===== config.mk =====
export PLATFORM = sky130hd
export DESIGN_NAME = shared_bus_responder_flat
export DESIGN_NICKNAME = d
export VERILOG_FILES = /design/src/rtl/kestrel_bus_pkg.sv /design/src/rtl/shared_bus_responder_if.sv /design/src/rtl/shared_bus_responder_wait_counter.sv /design/src/rtl/shared_bus_responder.sv /design/src/flat_wrapper.sv
export SDC_FILE = /design/constraint.sdc
export NUM_CORES = 1
export LEC_CHECK = 0
export BUFFER_PORTS_ARGS = -buffer_cell sky130_fd_sc_hd__buf_2
export CAP_MARGIN = 30
export CORE_UTILIZATION = 49
export DETAILED_ROUTE_END_ITERATION = 7
export PLACE_DENSITY = 0.91
export SYNTH_ARGS = -nofsm -noshare
export SYNTH_HDL_FRONTEND = slang
export SYNTH_SLANG_ARGS = --single-unit
export TNS_END_PERCENT = 5

===== constraint.sdc =====
create_clock -name sys_clk_i -period 4.5 [get_ports sys_clk_i]
set_input_delay 0.9 -clock sys_clk_i [delete_from_list [all_inputs] [get_ports sys_clk_i]]
set_output_delay 0.9 -clock sys_clk_i [all_outputs]
set_load 0.03 [all_outputs]

===== src/rtl/kestrel_bus_pkg.sv =====
// Shared types and widths for the Kestrel-2 split instruction/data bus.
package kestrel_bus_pkg;
    localparam int INS_ADR_W = 13;
    localparam int DAT_ADR_W = 15;
    localparam int WORD_W    = 16;

    typedef enum logic [2:0] {
        IDLE,
        IFETCH,
        DECIDE,
        DACCESS,
        ACK
    } bus_state_t;
endpackage


===== src/rtl/shared_bus_responder_if.sv =====
// CPU-side instruction/data buses sharing one STB/ACK pair.
interface shared_bus_responder_if;
    import kestrel_bus_pkg::*;

    logic [INS_ADR_W-1:0] ins_adr_i;
    logic                 ins_cyc_i;
    logic [WORD_W-1:0]    ins_dat_o;
    logic [DAT_ADR_W-1:0] dat_adr_i;
    logic [WORD_W-1:0]    dat_dat_i;
    logic [WORD_W-1:0]    dat_dat_o;
    logic                 dat_we_i;
    logic                 dat_cyc_i;
    logic                 shr_stb_i;
    logic                 shr_ack_o;

    modport master (
        output ins_adr_i, ins_cyc_i, dat_adr_i, dat_dat_i, dat_we_i, dat_cyc_i, shr_stb_i,
        input  ins_dat_o, dat_dat_o, shr_ack_o
    );

    modport slave (
        input  ins_adr_i, ins_cyc_i, dat_adr_i, dat_dat_i, dat_we_i, dat_cyc_i, shr_stb_i,
        output ins_dat_o, dat_dat_o, shr_ack_o
    );
endinterface


===== src/rtl/shared_bus_responder_wait_counter.sv =====
// Loadable 4-bit down-counter; last is high on the final cycle of a WAIT_STATES-long access.
module wait_counter #(
    parameter int WAIT_STATES = 2
) (
    input  logic sys_clk_i,
    input  logic sys_res_i,
    input  logic load,
    output logic last
);
    localparam logic [3:0] LOAD_VAL = 4'(WAIT_STATES);

    logic [3:0] cnt;

    always_ff @(posedge sys_clk_i or negedge sys_res_i) begin
        if (!sys_res_i)          cnt <= 4'd0;
        else if (load)           cnt <= LOAD_VAL;
        else if (cnt != 4'd0)    cnt <= cnt - 4'd1;
    end

    assign last = (cnt == 4'd1);
endmodule


===== src/rtl/shared_bus_responder.sv =====
// Serves an instruction fetch plus an optional data load/store from one single-port
// word memory, then returns one ACK for the whole transaction.
module shared_bus_responder
    import kestrel_bus_pkg::*;
#(
    parameter int WAIT_STATES = 2    // legal 1..15
) (
    input  logic                 sys_clk_i,
    input  logic                 sys_res_i,
    shared_bus_responder_if.slave bus,
    output logic [DAT_ADR_W-1:0] mem_adr_o,
    output logic [WORD_W-1:0]    mem_dat_o,
    input  logic [WORD_W-1:0]    mem_dat_i,
    output logic                 mem_ce_o,
    output logic                 mem_oe_o,
    output logic                 mem_we_o
);
    bus_state_t           state, state_n;
    logic                 cnt_load, cnt_last;
    logic                 abort, cap, ins_lat, dat_lat, we_n;
    logic [DAT_ADR_W-1:0] dadr_q;
    logic                 we_q;
    logic [WORD_W-1:0]    wd_q, ins_q, dat_q;
    logic                 ack_q, ce_q, oe_q, mwe_q;

    wait_counter #(.WAIT_STATES(WAIT_STATES)) u_wait (
        .sys_clk_i (sys_clk_i),
        .sys_res_i (sys_res_i),
        .load      (cnt_load),
        .last      (cnt_last)
    );

    always_comb begin
        state_n = state;
        cap     = 1'b0;
        ins_lat = 1'b0;
        dat_lat = 1'b0;
        abort   = (state inside {IFETCH, DECIDE, DACCESS}) && !bus.ins_cyc_i && !bus.dat_cyc_i;
        case (state)
            IDLE: begin
                if (bus.shr_stb_i) begin
                    if (bus.ins_cyc_i)      state_n = IFETCH;
                    else if (bus.dat_cyc_i) state_n = DECIDE;
                end
            end
            IFETCH: begin
                if (cnt_last) begin
                    state_n = DECIDE;
                    ins_lat = 1'b1;
                end
            end
            // dat_cyc_i is decoded by the master from the freshly latched ins_dat_o
            DECIDE: begin
                if (bus.dat_cyc_i) begin
                    state_n = DACCESS;
                    cap     = 1'b1;
                end else begin
                    state_n = ACK;
                end
            end
            DACCESS: begin
                if (cnt_last) begin
                    state_n = ACK;
                    dat_lat = !we_q;
                end
            end
            ACK: begin
                if (bus.shr_stb_i && bus.ins_cyc_i)      state_n = IFETCH;
                else if (bus.shr_stb_i && bus.dat_cyc_i) state_n = DECIDE;
                else                                     state_n = IDLE;
            end
            default: state_n = IDLE;
        endcase
        if (abort) begin
            state_n = IDLE;
            cap     = 1'b0;
            ins_lat = 1'b0;
            dat_lat = 1'b0;
        end
        we_n     = cap ? bus.dat_we_i : we_q;
        cnt_load = (state_n == IFETCH  && state != IFETCH) ||
                   (state_n == DACCESS && state != DACCESS);
    end

    // Enables are registered from the next state so they line up with the state itself.
    always_ff @(posedge sys_clk_i or negedge sys_res_i) begin
        if (!sys_res_i) begin
            state  <= IDLE;
            ack_q  <= 1'b0;
            ce_q   <= 1'b0;
            oe_q   <= 1'b0;
            mwe_q  <= 1'b0;
            dadr_q <= '0;
            we_q   <= 1'b0;
            wd_q   <= '0;
            ins_q  <= '0;
            dat_q  <= '0;
        end else begin
            state <= state_n;
            ack_q <= (state == ACK);
            ce_q  <= (state_n == IFETCH) || (state_n == DACCESS);
            oe_q  <= (state_n == IFETCH) || (state_n == DACCESS && !we_n);
            mwe_q <= (state_n == DACCESS) && we_n;
            if (cap) begin
                dadr_q <= bus.dat_adr_i;
                we_q   <= bus.dat_we_i;
                wd_q   <= bus.dat_dat_i;
            end
            if (ins_lat) ins_q <= mem_dat_i;
            if (dat_lat) dat_q <= mem_dat_i;
        end
    end

    // The fetch address is taken live so the master can advance its pc on the ACK edge.
    assign mem_adr_o     = (state == IFETCH) ? DAT_ADR_W'(bus.ins_adr_i) : dadr_q;
    assign mem_dat_o     = wd_q;
    assign mem_ce_o      = ce_q;
    assign mem_oe_o      = oe_q;
    assign mem_we_o      = mwe_q;
    assign bus.ins_dat_o = ins_q;
    assign bus.dat_dat_o = dat_q;
    assign bus.shr_ack_o = ack_q;
endmodule


===== src/flat_wrapper.sv =====
// flat-port wrapper written by rule: the top's interface ports become plain ports
module shared_bus_responder_flat import kestrel_bus_pkg::*;
#(
    parameter int WAIT_STATES = 2                  
)
  (sys_clk_i, sys_res_i, mem_adr_o, mem_dat_o, mem_dat_i, mem_ce_o, mem_oe_o, mem_we_o, bus_ins_adr_i, bus_ins_cyc_i, bus_dat_adr_i, bus_dat_dat_i, bus_dat_we_i, bus_dat_cyc_i, bus_shr_stb_i, bus_ins_dat_o, bus_dat_dat_o, bus_shr_ack_o);
  shared_bus_responder_if bus_i ();
  input  logic sys_clk_i;
  input  logic sys_res_i;
  output logic [DAT_ADR_W-1:0] mem_adr_o;
  output logic [WORD_W-1:0] mem_dat_o;
  input  logic [WORD_W-1:0] mem_dat_i;
  output logic mem_ce_o;
  output logic mem_oe_o;
  output logic mem_we_o;
  input wire logic [$bits(bus_i.ins_adr_i)-1:0] bus_ins_adr_i;
  input wire logic [$bits(bus_i.ins_cyc_i)-1:0] bus_ins_cyc_i;
  input wire logic [$bits(bus_i.dat_adr_i)-1:0] bus_dat_adr_i;
  input wire logic [$bits(bus_i.dat_dat_i)-1:0] bus_dat_dat_i;
  input wire logic [$bits(bus_i.dat_we_i)-1:0] bus_dat_we_i;
  input wire logic [$bits(bus_i.dat_cyc_i)-1:0] bus_dat_cyc_i;
  input wire logic [$bits(bus_i.shr_stb_i)-1:0] bus_shr_stb_i;
  output wire logic [$bits(bus_i.ins_dat_o)-1:0] bus_ins_dat_o;
  output wire logic [$bits(bus_i.dat_dat_o)-1:0] bus_dat_dat_o;
  output wire logic [$bits(bus_i.shr_ack_o)-1:0] bus_shr_ack_o;
  assign bus_i.ins_adr_i = bus_ins_adr_i;
  assign bus_i.ins_cyc_i = bus_ins_cyc_i;
  assign bus_i.dat_adr_i = bus_dat_adr_i;
  assign bus_i.dat_dat_i = bus_dat_dat_i;
  assign bus_i.dat_we_i = bus_dat_we_i;
  assign bus_i.dat_cyc_i = bus_dat_cyc_i;
  assign bus_i.shr_stb_i = bus_shr_stb_i;
  assign bus_ins_dat_o = bus_i.ins_dat_o;
  assign bus_dat_dat_o = bus_i.dat_dat_o;
  assign bus_shr_ack_o = bus_i.shr_ack_o;
  shared_bus_responder #(.WAIT_STATES(WAIT_STATES)) u_core (.sys_clk_i(sys_clk_i), .sys_res_i(sys_res_i), .bus(bus_i), .mem_adr_o(mem_adr_o), .mem_dat_o(mem_dat_o), .mem_dat_i(mem_dat_i), .mem_ce_o(mem_ce_o), .mem_oe_o(mem_oe_o), .mem_we_o(mem_we_o));
endmodule

After elaboration in Yosys (flattened, before gate mapping)
Cells that the tools add are included.
- flip-flop bits (word level): 75
- output and inout port bits: 67
- add/subtract/negate cells: 1
- equal/unequal tests: 9
- multiplexer cells: 23
- reductions and logical operators: 19
- operators by type and width (operator ; number):
    3-bit two-way mux ; 8
    15-bit two-way mux ; 1
    3-bit case mux with 5 select lines ; 1
    1-bit two-way mux ; 10
    3-bit by 2-bit == test with 1-bit output, second input constant ; 3
    1-bit logical AND ; 8
    4-bit two-way mux ; 2
    3-bit by 1-bit == test with 1-bit output, second input constant ; 2
    4-bit by 1-bit == test with 1-bit output, second input constant ; 1
    1-bit zero test ; 4
    4-bit nonzero test ; 1
    4-bit by 1-bit subtractor with 4-bit output, second input constant ; 1
    3-bit == test, second input constant ; 1
    3-bit zero test ; 1
    1-bit logical OR ; 3
    3-bit by 1-bit != test with 1-bit output, second input constant ; 1
    3-bit by 2-bit != test with 1-bit output, second input constant ; 1
    3-bit nonzero test ; 1
    2-bit two-way mux ; 1
    2-bit nonzero test ; 1

Depth between registers and ports, before layout
Gate-level depths: netlist of run 1.
- depth in word-level cells: 9
- gate-level depth with buffers: 9
- mapped depth without buffers: 6

Cells and area by module
A second synthesis of run 1 with hierarchy kept.
- cell total of the unflattened synthesis: 210
- area total of the unflattened synthesis: 3215.6 µm²
- by module, submodules not included (module ; times used ; cells each ; area an instance (µm²) ; seq. area each (µm²)):
    shared_bus_responder ; 1 ; 187 ; 2965.3 ; 1776.7
    wait_counter ; 1 ; 23 ; 250.2 ; 100.1

Least setup slack after synthesis of run 1
No wires, ideal clock.
- kind: register to output
- from: register u_core.state[0]
- to: output port mem_adr_o[10]
- data arrival time: 1531 ps
- data required time: 3600 ps
- path slack: 2069 ps
- stages on the path, launching flop included: 4
- buffers on the path: 1
- cells stage by stage: dfrtp_1 > nor3b_2 > buf_2 > mux2_2
- longest elaborated chain between the ends: 2
- RTL lines (item ; RTL line ; source):
    start: declaration ; shared_bus_responder.sv:18 ; bus_state_t state, state_n;
    start signal: assignment ; shared_bus_responder.sv:99 ; state <= state_n;
    3-bit by 1-bit == test with 1-bit output ; shared_bus_responder.sv:115 ; assign mem_adr_o = (state == IFETCH) ? DAT_ADR_W'(bus.ins_adr_i) : dadr_q;
    15-bit two-way mux ; shared_bus_responder.sv:115 ;
    end: declaration ; flat_wrapper.sv:10 ; output logic [DAT_ADR_W-1:0] mem_adr_o;
Every way passes these cells.

Worst setup path after layout of run 1
Same ends and word-level chain as after synthesis.

==> impl_metrics.json, run 1 <==
{
  "vdd_drop_max_mv": 0.4386,
  "status": "complete, no violations",
  "die_x_um": 83.36,
  "area_growth_pct": 28.97,
  "drt_first_pass_iters": 4,
  "gp_congestion": 0.8102,
  "syn_avg_cell_area_um2": 14.88,
  "rows": 29,
  "cts_hold_buf": 0,
  "drive_above_1_share_pct": 59.50,
  "rsz0062_at_grt": "no",
  "maxCapViolations": 0,
  "critPathTopFamily": "simple AND/OR/NAND/NOR gates",
  "hold_class": "flop to flop",
  "via_per_inst": 5.080,
  "syn_inst": 218,
  "clock-root-buffer": "clkbuf_8",
  "worstPathArrival_ps": 2250,
  "synthTopCellsByCount": "dfrtp_1, mux2_2, mux2_1",
  "synth_top_area_share_pct": 57.87,
  "synthTopCellsByArea": "dfrtp_1, mux2_2, mux2_1, mux2_4, ha_1",
  "synth-async-reset-ratio_pct": 100.0,
  "worst_slew_pin_slew_ps": 901.8,
  "crit_chain": "nor3b_2, buf_6, mux2_2, buf_2",
  "htreeDepth": 3,
  "core_um2": 6386,
  "clock.fmax_ghz": 0.3178,
  "syn_nets": 287,
  "cp.buffers_inverters": 2,
  "rrSetupSlack_ps": 1990,
  "port_buffers": 132,
  "period_share_pct": 69.92,
  "finalMaxSlewViolations": 0,
  "yosys_warnings": 0,
  "clockBufferDepth": 2,
  "power_density_nw_per_um2": 742.5,
  "dieArea_um2": 6948,
  "ys_types": 36,
  "overflow": 0,
  "synth_most_common_cell": "dfrtp_1",
  "synth-seq-area-share_pct": 57.87,
  "path_max_fanout": 9,
  "critPathMaxStageDelay_ps": 640,
  "nets": 422,
  "grt_pass1_wl_mm": 10.66,
  "clk_pin_slew_ps": 80,
  "ant_nets": 0,
  "cts.sinks": 75,
  "criticalPathCategory": "flop to output pin",
  "syn_area_um2": 3243,
  "setup_tns_ps": 0,
  "cpMaxStageDelayCell": "nor3b_2",
  "grt_max_degree": 76,
  "n_antenna_cell": 0,
  "end_kind": "output pin",
  "route.detailed.drc": 0,
  "drt_iter0_markers": 58,
  "wl_per_cell_um": 14.61,
  "ctsResizeCount": 0,
  "die_y_um": 83.36,
  "maxSlewHeadroom_pct": 39.88,
  "hold_viol_final": 0,
  "grt_antenna_before_repair": 1,
  "power_mw": 3.106,
  "clk_latency_ps": 330,
  "pin_count": 133,
  "cts_tree": "built",
  "ys.flop_type": "dfrtp_1",
  "grtUsageTotal_pct": 19.40,
  "fin_crit_ps": 3146,
  "skew_ps": 7.207,
  "initial_utilization_pct": 50.78,
  "synth-seq-cells": 75,
  "synth-edff-count": 0,
  "yosysTopAreaCell": "dfrtp_1",
  "num_vias": 2210,
  "place.detailed.hpwl_mm": 4.623,
  "crit_required_ps": 3600,
  "startpoint_type": "flop",
  "cts_setup_buffers": 0,
  "setup_viol": 0,
  "p_leak_nw": 2.215,
  "cts_buffers": 9,
  "wl_mm": 6.354,
  "grt_pass1_vias": 2306
}
==> path summary, 6_finish.rpt <==
| kind | start | end | cells after the start |
|---|---|---|---|
| setup / recovery | u_core.state[0] | mem_adr_o[10] | 4 |
| setup reg to reg | u_core.u_wait.cnt[1] | u_core.bus.ins_dat_o[4] | 6 |
| max in group asynchronous | sys_res_i | u_core.bus.ins_dat_o[4] | 1 |
| hold reg to reg | u_core.bus.ins_dat_o[13] | u_core.bus.ins_dat_o[13] | 1 |
| min in group asynchronous | sys_res_i | u_core.mem_dat_o[10] | 1 |
| hold / removal | u_core.bus.ins_dat_o[13] | u_core.bus.ins_dat_o[13] | 1 |
==> registers in the layout (all words and copies together), names as in the netlist <==
register and flops:
u_core.bus.dat_dat_o 16, u_core.bus.ins_dat_o 16, u_core.mem_dat_o 16, u_core.dadr_q 15, u_core.u_wait.cnt 4, u_core.state 3, u_core.bus.shr_ack_o 1, u_core.mem_ce_o 1
u_core.mem_oe_o 1, u_core.mem_we_o 1, u_core.we_q 1
==> placed cells by master, fill, tap and decap left out, drive strengths merged, types with 3 or more instances in the layout <==
cell / instances
a21oi: 3
ha: 3
clkbuf: 9
nand2b: 4
nor2b: 6
and2: 4
nand3b: 3
clkinv: 5
inv: 3
dfrtp: 75
nand2: 3
buf: 134
nor2: 7
mux2: 76
==> layer usage <==
layer  GRT usage (%)  part of all wire [%]
met2           33.01                    50
met5               0                  0.16
met4           7.367                   1.9
met3           5.567                   5.9
met1           23.32                    42
==> worst register-to-register path, stage by stage (launching register included) <==
cell     delay [ps]
dfrtp_1         400
inv_1           100
ha_1            140
or3b_1          510
nor2_8          160
and2_1          650
mux2_1          420
==> logic make-up after synthesis <==
kind of cell | after synthesis | share of synthesized area, %
adders and majority gates | 3 | 1.158
xor gates and xnor gates | 1 | 0.2701
AOI/OAI and AO/OA | 10 | 2.006
DFF | 75 | 57.87
and+or+nand+nor | 39 | 8.334
muxes | 77 | 27.86
buffers and inverters | 13 | 2.507
==> per-stage QoR <==
stage          hold slack, ps  utilization, %  area [um^2]  std cells  worst slack [ps]
6_report                482.3           65.50         4183        435              1354
5_1_grt                 497.7           65.50         4183        435              1192
3_3_place_gp            463.0           61.93         3955        418              1549
3_5_place_dp            469.2           62.11         3966        419              1708
4_1_cts                 487.3           65.50         4183        435              1327
2_1_floorplan           449.5               -         3243        218              2069
==> power breakdown <==
group          total (mW)  leakage [nW]  switching [mW]  internal (mW)
Combinational        1.44          1.16           0.883          0.562
Clock               0.559         0.113           0.248          0.311
Sequential           1.10         0.945           0.157          0.945
==> cell type report <==
class | count | area [um^2]
tap | 77 | 96.34
inverter | 3 | 11.26
timing repair buffer | 134 | 681.9
clock buffer | 9 | 123.9
sequential | 75 | 1877
clock inverter | 7 | 92.59
multi-input combinational | 130 | 1300
fill | 497 | 2203
(Power assumes the default switching activity.)
==> run 2: changes to the inputs <==
Settings changed: CORE_UTILIZATION 49 to 48, PLACE_DENSITY 0.91 to 0.9.
Clock period 4.5 ns to 3.04 ns, I/O delays scaled along.
==> run 2 against run 1 <==
  * Critical path depth is the same
  * Worst hold slack lost 99 ps
  * The flow now finishes with violations (design-rule violations)
  * Sequential share of layout area shrank 0.65 points
  * Register-to-register slack lost 1200 ps
  * Highest routed layer is now met4
  * Largest power group unchanged
  * Global-route usage grew 0.25 points
  * Setup slack lost 840 ps
  * Critical path type unchanged
  * First-iteration DRC count grew 34%
==> impl_metrics.json, run 2 (synthesis gave the netlist of run 1 again) <==
{
  "status": "complete, but fails checks",
  "violations": "design-rule violations",
  "area_growth_pct": 30.86,
  "use_met3_pct": 3.540,
  "p_leak_nw": 2.239,
  "cp.buffers_inverters": 2,
  "rows": 29,
  "cts_buffers": 9,
  "ant_nets": 0,
  "grt_max_degree": 76,
  "fin_crit_ps": 2528,
  "gp_congestion": 0.7738,
  "setup_viol": 0,
  "rrSetupSlack_ps": 820,
  "cts_tree": "built",
  "num_vias": 2217,
  "cpMaxStageDelayCell": "dfrtp_1",
  "cts_setup_buffers": 0,
  "grt_antenna_before_repair": 0,
  "fillers": 472,
  "ctsResizeCount": 0,
  "setup_ws_ps": 512.2,
  "worst_r2r_endpoint": "u_core.bus.dat_dat_o[6]",
  "clock-root-buffer": "clkbuf_8",
  "wl_mm": 6.369,
  "drt_first_pass_iters": 6,
  "core_um2": 6422,
  "die_y_um": 84.20,
  "grtUsageTotal_pct": 19.64,
  "cts_hold_buf": 0,
  "wl_per_cell_um": 14.61,
  "startpoint_type": "flop",
  "route.detailed.drc": 20,
  "drive_above_1_share_pct": 59.61,
  "final_cell_mix": "buf_2, dfrtp_1, mux2_2, mux2_1",
  "crit_required_ps": 2430,
  "grt_pass1_vias": 2260,
  "multiInputGateArea_um2": 1300,
  "power_density_nw_per_um2": 1126,
  "grtUsageMet2_pct": 34.28,
  "via_per_inst": 5.085,
  "reg2reg_depth": 6,
  "grt_pass1_wl_mm": 10.90,
  "use_met1_pct": 24.15,
  "place_ws_ps": 820.7,
  "setup_tns_ps": 0,
  "die_x_um": 84.20,
  "critPathMaxStageDelay_ps": 530,
  "initial_utilization_pct": 50.50,
  "place.detailed.hpwl_mm": 4.633,
  "port_buffers": 132,
  "vdd_drop_max_mv": 0.7200,
  "crit_chain": "nor3b_2, buf_4, mux2_2, buf_2",
  "place_area_um2": 3970,
  "clk_pin_slew_ps": 80,
  "maxSlewHeadroom_pct": 38.83,
  "end_kind": "output pin",
  "skew_ps": 6.544,
  "htreeDepth": 3,
  "dieArea_um2": 7089,
  "n_antenna_cell": 0,
  "hold_viol_final": 0,
  "criticalPathCategory": "flop to output pin",
  "clk_latency_ps": 340,
  "worst_slew_pin_slew_ps": 917.6,
  "grt-busiest-layer": "met2",
  "hold_class": "input port to asynchronous set/reset pin",
  "rr_startpoint": "u_core.u_wait.cnt[1]",
  "critPathTopFamily": "flip-flops",
  "rsz0062_at_grt": "no",
  "nets": 423,
  "cts.sinks": 75,
  "pin_count": 133,
  "final_util_pct": 66.08,
  "final_common_cell": "buf_2",
  "worstPathArrival_ps": 1920,
  "period_share_pct": 83.15,
  "postLayoutCellArea_um2": 4244,
  "clockBufferDepth": 2,
  "drt_iter0_markers": 78,
  "path_max_fanout": 16,
  "overflow": 0,
  "clock.fmax_ghz": 0.3956,
  "ff_latch_area_um2": 1877,
  "finalMaxSlewViolations": 0,
  "maxCapViolations": 0
}
## run 2: power breakdown
part | internal [mW] | switching (mW)
clock network | 0.652 | 0.360
registers | 1.40 | 0.240
logic | 0.828 | 1.30
total | 2.88 | 1.90
## run 2: layout make-up
type	instances	area share, %
timing repair buffer	135	16.16
sequential	75	44.22
inverter	3	0.2653
tap	77	2.270
clock inverter	6	3.213
multi-input combinational	130	30.63
clock buffer	10	3.243
## run 2: how the worst max path moves through the flow
| stage | slack [ps] | endpoint | cells after the start | start |
|---|---|---|---|---|
| floorplan | 900 | mem_adr_o[10] | 3 | u_core.state[0] |
| global placement | 900 | mem_adr_o[7] | 4 | u_core.state[1] |
| detailed placement | 820 | u_core.bus.dat_dat_o[5] | 6 | u_core.u_wait.cnt[1] |
| CTS | 480 | mem_adr_o[2] | 4 | u_core.state[1] |
| global route | 370 | mem_adr_o[2] | 4 | u_core.state[0] |
| finish | 510 | mem_adr_o[7] | 4 | u_core.state[1] |
## run 2: routing by layer
| metal | vias to the layer above | wire length, um | share of wire (%) |
|---|---|---|---|
| met1 | 1095 | 2724 | 43 |
| met2 | 70 | 3244 | 51 |
| met3 | 8 | 311 | 4.9 |
| met5 | - | 0 | 0 |
| li1 | 1044 | - | - |
| met4 | 0 | 88 | 1.4 |
## run 2: per-stage QoR
stage | instances | hold WS [ps] | power, mW
5_1_grt | 436 | 475.2 | 5.030
6_report | 436 | 383.2 | 4.780
4_1_cts | 436 | 426.7 | 4.828
2_1_floorplan | 218 | 312.4 | 3.196
3_5_place_dp | 420 | 470.6 | 3.798
3_3_place_gp | 420 | 461.9 | 3.729
==> run 3: changes to the inputs <==
Settings changed: ABC_AREA set to 1, CORE_UTILIZATION 48 to 43, PLACE_DENSITY 0.9 to 0.86.
Clock period 3.04 ns to 2.1 ns, I/O delays scaled along.
==> run 3 against run 2 <==
  * The run now ends clean
  * Sequential share of layout area is 0.45 points lower
  * Worst hold slack worse by 350 ps
  * Largest power group unchanged
  * Routed wire length is 16% higher
  * Register-to-register slack worse by 350 ps
  * Flip-flop and latch count stayed put
  * Synthesized cell count is 71% higher
  * Global-route usage is 0.087 points lower
  * Combinational power is 80% higher
  * Critical path type unchanged
  * Synthesized area is 2.4% lower
==> impl_metrics.json, run 3 <==
{
  "place.detailed.hpwl_mm": 5.226,
  "die_y_um": 87.80,
  "rr_startpoint": "u_core.state[2]",
  "clock.fmax_ghz": 0.4862,
  "core_um2": 6944,
  "rsz0062_at_grt": "yes",
  "synth-seq-area-share_pct": 59.29,
  "syn_nets": 442,
  "rrSetupSlack_ps": 470,
  "worstPathArrival_ps": 1640,
  "yosysTopAreaCell": "dfrtp_1",
  "finalMaxSlewViolations": 0,
  "crit_top_cell": "nand2_1",
  "wl_per_cell_um": 12.07,
  "gp_congestion": 0.7727,
  "hold_class": "input port to asynchronous set/reset pin",
  "synth-edff-count": 0,
  "wl_mm": 7.399,
  "nets": 581,
  "grt_max_degree": 40,
  "ys_types": 21,
  "skew_ps": 13.85,
  "clk_pin_slew_ps": 80,
  "rows": 30,
  "drt_iter0_markers": 143,
  "via_per_inst": 4.589,
  "critPathMaxStageDelay_ps": 450,
  "cp-startpoint": "u_core.state[2]",
  "cts.sinks": 75,
  "final_common_cell": "nand2_1",
  "pin_count": 133,
  "n_antenna_cell": 0,
  "cts_tree": "built",
  "critPathCapture": "mem_adr_o[2]",
  "clk_latency_ps": 340,
  "area_growth_pct": 35.53,
  "synth-seq-cells": 75,
  "initial_utilization_pct": 45.59,
  "dieArea_um2": 7709,
  "path_max_fanout": 6,
  "final_util_pct": 61.78,
  "end_kind": "output pin",
  "grtUsageTotal_pct": 19.56,
  "hold_viol_final": 0,
  "setup_ws_ps": 43.36,
  "reg2reg_depth": 8,
  "ys.flop_type": "dfrtp_1",
  "drive_above_1_share_pct": 34.04,
  "htreeDepth": 3,
  "die_x_um": 87.80,
  "postLayoutCellArea_um2": 4290,
  "fin_crit_ps": 2057,
  "worst_slew_pin_slew_ps": 474.9,
  "syn_avg_cell_area_um2": 8.487,
  "power_density_nw_per_um2": 1749,
  "place_ws_ps": 359.9,
  "power_mw": 7.506,
  "criticalPathCategory": "flop to output pin",
  "maxSlewHeadroom_pct": 68.34,
  "synthTopCellsByArea": "dfrtp_1, nand2_1, o21ai_1, inv_1, buf_2",
  "place_area_um2": 3933,
  "ant_nets": 0,
  "crit_required_ps": 1680,
  "overflow": 0,
  "grt_antenna_before_repair": 0,
  "maxCapViolations": 0,
  "p_leak_nw": 2.511,
  "synth-async-reset-ratio_pct": 100.0,
  "cpMaxStageDelayCell": "dfrtp_2",
  "yosys_warnings": 0,
  "clockBufferDepth": 2,
  "period_share_pct": 97.94,
  "grt_pass1_wl_mm": 11.60,
  "cts_buffers": 9,
  "status": "complete, no violations",
  "startpoint_type": "flop",
  "vdd_drop_max_mv": 0.9004,
  "syn_inst": 373,
  "synth_most_common_cell": "nand2_1",
  "num_vias": 2813,
  "synthTopCellsByCount": "nand2_1, dfrtp_1, o21ai_1",
  "route.detailed.drc": 0,
  "worst_r2r_endpoint": "u_core.bus.ins_dat_o[10]",
  "final_cell_mix": "nand2_1, buf_2, dfrtp_1, o21ai_1, inv_1",
  "crit_chain": "inv_2, nand2_2, nor2_4, clkbuf_16, nand2_1, nand2_1, buf_6",
  "setup_viol": 0,
  "drt_first_pass_iters": 4,
  "setup_tns_ps": 0,
  "synth_top_area_share_pct": 59.29,
  "clock-root-buffer": "clkbuf_8",
  "syn_area_um2": 3166,
  "port_buffers": 132,
  "grt_pass1_vias": 2674
}
run 3: worst min-delay path by stage:
stage               startpoint                 endpoint  slack, ps  cells after the start
floorplan            sys_res_i  u_core.bus.dat_dat_o[0]        120                      0
global placement     sys_res_i     u_core.mem_dat_o[15]        400                      1
detailed placement   sys_res_i     u_core.mem_dat_o[15]        410                      1
CTS                  sys_res_i  u_core.bus.ins_dat_o[5]         40                      1
global route         sys_res_i     u_core.mem_dat_o[15]         60                      1
finish               sys_res_i         u_core.dadr_q[6]         40                      1
run 3: stage by stage:
stage,hold slack [ps],instances
5_1_grt,57.15,613
3_5_place_dp,413.6,593
2_1_floorplan,124.4,373
4_1_cts,40.24,609
3_3_place_gp,401.1,593
6_report,36.50,613
run 3: logic make-up after synthesis:
group,Yosys count,share of synthesized area (%)
AOI/OAI and AO/OA,35,5.533
xor gates and xnor gates,2,0.5535
adders and majority gates,3,1.186
buffers and inverters,45,6.008
DFF,75,59.29
and+or+nand+nor,213,27.43
run 3: layer usage:
metal  wire [um]  track usage, %  vias to the layer above
li1            -               -                     1420
met1        3094           22.78                     1305
met2        3836           35.17                       84
met3         435           5.749                        4
met4          34           5.067                        0
met5           0               0                        -
run 3: area by class of cell:
cell class                 instances  area (um^2)
fill                             589         2654
sequential                        75         1878
multi-input combinational        253         1104
timing repair buffer             142        842.1
clock buffer                       9        123.9
inverter                          31        121.4
tap                               96        120.1
clock inverter                     7        101.3
run 3: what timing repair did:
action,4_1_cts,5_1_grt
resized for setup,1,42
hold buffers,0,0
pin swaps,0,5
setup endpoints to repair,3,15
buffers inserted,0,3
gates cloned,0,1
run 3: worst max-delay path: cells and delay by family, from the launching register on:
| family | cells | cell delay, ps |
|---|---|---|
| flops | 1 | 450 |
| simple gates | 4 | 440 |
| buf+inv | 3 | 410 |
run 3: where the power goes:
part / leakage [nW] / switching [mW] / internal [mW] / total [mW]
Clock: 0.106 / 0.552 / 0.677 / 1.23
Combinational: 1.44 / 2.53 / 1.30 / 3.83
Sequential: 0.962 / 0.368 / 2.08 / 2.45
